## src/rtl/apb_slave_mem.sv

```systemverilog
// apb_slave_mem: APB completer backed by a word memory with byte-strobe writes,
// optional wait states and PSLVERR on bad addresses.
// Ports: PCLK, PRESETn (async, active low), PSEL, PENABLE, PWRITE, PADDR,
// PWDATA, PSTRB in; PREADY, PRDATA, PSLVERR out.
// Define APB_SLV_WAIT_EN to insert WAIT_CYCLES wait states (4-bit counter).
module apb_slave_mem #(
  parameter int unsigned ADDR_W      = 32,
  parameter int unsigned DEPTH       = 64,
  parameter int unsigned WAIT_CYCLES = 0
) (
  input  logic              PCLK,
  input  logic              PRESETn,
  input  logic              PSEL,
  input  logic              PENABLE,
  input  logic              PWRITE,
  input  logic [ADDR_W-1:0] PADDR,
  input  logic [31:0]       PWDATA,
  input  logic [3:0]        PSTRB,
  output logic              PREADY,
  output logic [31:0]       PRDATA,
  output logic              PSLVERR
);

  localparam int unsigned IDX_W = $clog2(DEPTH);

  typedef enum logic [1:0] {
    IDLE,
    SETUP,
    ACCESS
  } state_e;

  state_e           state_q, state_d;
  state_e           phase;
  logic [IDX_W-1:0] idx_q, idx_d;
  logic             wr_q, wr_d;
  logic [31:0]      wdata_q, wdata_d;
  logic [3:0]       strb_q, strb_d;
  logic             err_q, err_d;
  logic [31:0]      prdata_q, prdata_d;
  logic [31:0]      mem_q [DEPTH];
  logic [31:0]      mem_d [DEPTH];
  logic [IDX_W-1:0] p_idx;
  logic             bad_addr;
  logic             cnt_zero;

  // DEPTH is a power of two, so every index value is in range;
  // only misalignment or high address bits can be bad.
  assign p_idx    = PADDR[IDX_W+1:2];
  assign bad_addr = (PADDR[1:0] != 2'b00)
                  | (PADDR[ADDR_W-1:IDX_W+2] != '0);

  // The setup phase is seen on the bus while the register sits idle,
  // so SETUP is decoded from the bus rather than stored.
  always_comb begin
    phase = IDLE;
    if (state_q == ACCESS) begin
      phase = ACCESS;
    end else if (PSEL && !PENABLE) begin
      phase = SETUP;
    end
  end

`ifdef APB_SLV_WAIT_EN
  logic [3:0] cnt_q, cnt_d;

  assign cnt_zero = (cnt_q == 4'd0);

  always_comb begin
    cnt_d = cnt_q;
    if (phase == SETUP) begin
      cnt_d = 4'(WAIT_CYCLES);
    end else if (phase == ACCESS) begin
      if (!PSEL) begin
        cnt_d = 4'd0;
      end else if (!cnt_zero) begin
        cnt_d = cnt_q - 4'd1;
      end
    end
  end

  always_ff @(posedge PCLK or negedge PRESETn) begin
    if (!PRESETn) begin
      cnt_q <= 4'd0;
    end else begin
      cnt_q <= cnt_d;
    end
  end
`else
  logic unused_wait;

  assign unused_wait = (WAIT_CYCLES != 0);
  assign cnt_zero    = 1'b1;
`endif

  always_comb begin
    state_d  = state_q;
    idx_d    = idx_q;
    wr_d     = wr_q;
    wdata_d  = wdata_q;
    strb_d   = strb_q;
    err_d    = err_q;
    prdata_d = prdata_q;
    mem_d    = mem_q;
    unique case (phase)
      IDLE: begin
      end
      SETUP: begin
        idx_d    = p_idx;
        wr_d     = PWRITE;
        wdata_d  = PWDATA;
        strb_d   = PSTRB;
        err_d    = bad_addr;
        prdata_d = bad_addr ? 32'h0 : mem_q[p_idx];
        state_d  = ACCESS;
      end
      ACCESS: begin
        if (!PSEL) begin
          state_d  = IDLE;
          err_d    = 1'b0;
          prdata_d = 32'h0;
        end else if (cnt_zero) begin
          state_d = IDLE;
          if (wr_q && !err_q) begin
            for (int b = 0; b < 4; b++) begin
              if (strb_q[b]) begin
                mem_d[idx_q][8*b +: 8] = wdata_q[8*b +: 8];
              end
            end
          end
        end
      end
      default: begin
        state_d = IDLE;
      end
    endcase
  end

  always_ff @(posedge PCLK or negedge PRESETn) begin
    if (!PRESETn) begin
      state_q  <= IDLE;
      idx_q    <= '0;
      wr_q     <= 1'b0;
      wdata_q  <= 32'h0;
      strb_q   <= 4'h0;
      err_q    <= 1'b0;
      prdata_q <= 32'h0;
      mem_q    <= '{default: 32'h0};
    end else begin
      state_q  <= state_d;
      idx_q    <= idx_d;
      wr_q     <= wr_d;
      wdata_q  <= wdata_d;
      strb_q   <= strb_d;
      err_q    <= err_d;
      prdata_q <= prdata_d;
      mem_q    <= mem_d;
    end
  end

  assign PREADY  = (state_q == ACCESS) & cnt_zero;
  assign PRDATA  = prdata_q;
  assign PSLVERR = err_q & PREADY;

endmodule
```

## config.mk

```make
export PLATFORM = sky130hd
export DESIGN_NAME = apb_slave_mem
export DESIGN_NICKNAME = d
export VERILOG_FILES = /design/src/rtl/apb_slave_mem.sv
export SDC_FILE = /design/constraint.sdc
export NUM_CORES = 2
export LEC_CHECK = 0
export ABC_AREA = 1
export ABC_CLOCK_PERIOD_IN_PS = 2000
export CAP_MARGIN = 20
export CORE_UTILIZATION = 35
export CTS_CLUSTER_SIZE = 12
export DETAILED_ROUTE_END_ITERATION = 10
export GPL_ROUTABILITY_DRIVEN = 0
export PLACE_DENSITY_LB_ADDON = 0.1
export SETUP_SLACK_MARGIN = 0.2
export SYNTH_ARGS = -nofsm -noshare
export SYNTH_HDL_FRONTEND = slang
export SYNTH_SLANG_ARGS = --single-unit
```

## constraint.sdc

```tcl
create_clock -name PCLK -period 2 [get_ports PCLK]
set_input_delay 0.4 -clock PCLK [delete_from_list [all_inputs] [get_ports PCLK]]
set_output_delay 0.4 -clock PCLK [all_outputs]
set_load 0.01 [all_outputs]
```

==> results by group <==
CTS
  – Worst-path clk slew: 0.06 ns
  – Clk_lat worst skew: 0.93 ns
  – CTS Sinks: 2125
  – H-tree levels: 4
  – Max Root-Sink Buffers: 4
  – CTS Buf Count: ~240
  – CTS tree: yes
  – Root Buffer: clkbuf_16

Synthesis
  – Count leader, synth: nand2_1
  – Synth Cell Area: ~96000 um2
  – Fraction of registers with async set/reset: 1.00
  – Syn. warnings: 0
  – Synth top cells by count: nand2_1 (5127), dfrtp_1 (2125), o21ai_0 (2090)
  – Yosys reg bits: between 2000 and 2500
  – Top cell type's share of synthesized area: 0.554
  – Post-synth EDFFs: 0
  – Syn Area/Cell: 7.89 um2
  – Synth top area cells: dfrtp_1 (55%), nand2_1 (20%), o21ai_0 (11%), nand3_1 (8.9%), clkbuf_1 (2.4%)
  – Dominant cell type by area after synthesis: dfrtp_1
  – Sequential share of the synthesized area: 0.554
  – Syn_nets: 12200
  – Cell variety after synth: 18
  – Post-Syn Instances: 12200
  – Main flop type after synthesis: dfrtp_1

Drt
  – Final WL: 368000 um
  – Drt wl/cell: 22.6 um
  – Final ANT Viol Nets: 0
  – Via density: around 5.3
  – Via count: 86000
  – DRT Pass-1 Iters: 6
  – DRC viols: 0
  – Detailed router's first-iteration violation count: 8568

Place
  – Pre-CTS setup slack: -0.606 ns
  – Placed Instance Area: 109000 um2
  – I/O Buffers: about 110
  – HPWL after DPL: 240000 um

Floorplan
  – Chip Height: approximately 530 um
  – Core area: 272000 um2
  – I/O Pins: between 100 and 150
  – Initial core utilization: 0.353
  – Die Footprint: ~280000 um2
  – Cell row count: 191
  – Horiz. Die Dim: 526 um

STA
  – Final Cycle Share: 1.03
  – Peak Freq: 484 MHz
  – RSZ-0062 raised after global routing: yes
  – Crit path time final: 2.07 ns
  – Worst Slack Setup Final: -0.0661 ns
  – Clock skew: between 0.06 and 0.07 ns
  – Final slew viol count: 0
  – Final setup viols: 55
  – Slew HR: 0.498
  – Slew at the pin closest to its max-slew limit: 0.753 ns
  – Final hold vios: 0

Power
  – P per Cell Area: a little over 800 nW/um2
  – VDD IR-drop max: 0.000670 V
  – Leakage Power: 54.0 nW

Global routing
  – Initial antenna violation count: 25
  – First-pass GRT wire length: 551000 um
  – Vias in the first global route: 82600
  – Largest net degree at the start of global routing: 97
  – Total grt overflow: 0
  – Total global-route track usage: 0.262

Critical path
  – Crit-path max FO: 8
  – Worst setup path category: flip-flop to flip-flop
  – Worst Path Arrival: 2.84 ns
  – CP Launch Type: flip-flop
  – Crit end category: flip-flop
  – CP required: 2.77 ns

Final layout
  – Layout cells sized above 1: 0.135
  – Fill cells: 26800
  – Final #Nets: 12600
  – Util after Layout: 0.444
  – Syn-to-layout area delta: 25.6%
  – Design Area, Final: 121000 um2

Run status
  – Failing checks: setup timing
  – Outcome: finished, violations left

Job
  – Max Cap Viol: 0

Hold path
  – Worst min path class: input port to flip-flop
-- stage by stage --
stage	total power, mW	hold slack (ns)	std cells	setup TNS (ns)
final	99.4	0.0677	16300	-0.953
after global routing	103	0.0454	16300	-18.23
after CTS	100	0.0149	16200	-0.211
after detailed placement	54.6	0.345	15700	-905.50
after global placement	54.6	0.347	15700	-1033.52
after floorplan	48.3	0.104	12200	0
-- metal layers --
layer / part of all wire / global-route usage / routed length (um)
met1: 0.46 / 0.383 / 170000
met2: 0.44 / 0.393 / 160000
met3: 0.063 / 0.0380 / 23200
met4: 0.038 / 0.0959 / 14200
met5: 0.00015 / 0 / 55
-- placed cells by master (no fill, tap or decap), drive strengths merged --
| cell | Yosys | final |
|---|---|---|
| bufbuf | 0 | 3 |
| nor4 | 2 | 2 |
| nor2 | 85 | 85 |
| nor3 | 2 | 2 |
| a21oi | 1 | 1 |
| o21ai | 2090 | 2090 |
| clkinv | 0 | 46 |
| clkinvlp | 0 | 5 |
| dlygate4sd3 | 0 | 1 |
| diode | 0 | 9 |
| bufinv | 0 | 17 |
| inv | 52 | 55 |
| clkbuf | 616 | 376 |
| and3 | 1 | 1 |
| nand2 | 5127 | 5127 |
| dfrtp | 2125 | 2125 |
| nand3 | 1706 | 1706 |
| buf | 348 | 993 |
| clkdlybuf4s50 | 0 | 65 |
-- what timing repair did --
| action | 4_1_cts | 5_1_grt |
|---|---|---|
| hold buffers | 1 | 0 |
| buffers inserted | 40 | 11 |
| setup endpoints to repair | 2083 | 2102 |
| cloned | 32 | 15 |
| pin swaps | 30 | 4 |
| hold endpoints to repair | 875 | 0 |
| resized for setup | 637 | 222 |
-- cell type report --
class / instances / area [um2] / share of cell area
Clock buffer: 365 / 7110 / 0.0590
Clock inverter: 71 / 831 / 0.00689
Timing Repair Buffer: 1073 / 14500 / 0.121
Multi-Input combinational cell: 9014 / 40200 / 0.333
Tap cell: 3570 / 4470 / 0.0371
Sequential cell: 2125 / 53200 / 0.441
Antenna cell: 9 / 22.5 / 0.000187
Inverter: 52 / 225 / 0.00187
-- registers in the layout, indices dropped and copies added (netlist names) --
register and count:
mem_q 2048, PRDATA 32, wdata_q 32, idx_q 6, strb_q 4, err_q 1
state_q 1, wr_q 1
-- critical path, cell delays in order, from the launching register on --
cell,delay (ns)
dfrtp_1,0.40
nor2_2,0.11
nand3_2,0.11
buf_8,0.17
buf_6,0.12
nor2_4,0.14
buf_12,0.18
buf_8,0.12
buf_12,0.15
nand2_8,0.10
buf_12,0.17
nand2_1,0.06
o21ai_0,0.07
-- power by group --
| group | leakage, nW | internal, mW | switching [mW] |
|---|---|---|---|
| clock | 3.92 | 26.5 | 18.5 |
| combinational | 20.5 | 2.80 | 7.94 |
| sequential | 29.6 | 43.4 | 0.200 |
| total | 54.0 | 72.7 | 26.7 |
-- cell families (layout without fill, tap and decap cells) --
kind of cell           after synthesis  after routing  share of synthesized area
DFF                               2125           2125                      0.554
and+or+nand+nor                   6923           6923                      0.293
AOI/OAI and AO/OA                 2091           2091                      0.109
other                                0              9                          0
buffers and inverters             1016           1561                     0.0434
-- path summary, 6_finish.rpt --
check	from	end	slack, ns	depth (start not counted)
max	err_q	mem_q[791]	-0.07	12
min	PWDATA[18]	wdata_q[18]	0.07	3
max reg2reg	err_q	mem_q[791]	-0.07	12
min reg2reg	mem_q[1123]	mem_q[1123]	0.48	2
max in group asynchronous	PRESETn	mem_q[1298]	0.75	3
min in group asynchronous	PRESETn	wdata_q[25]	0.11	2
(Power assumes the default switching activity.)
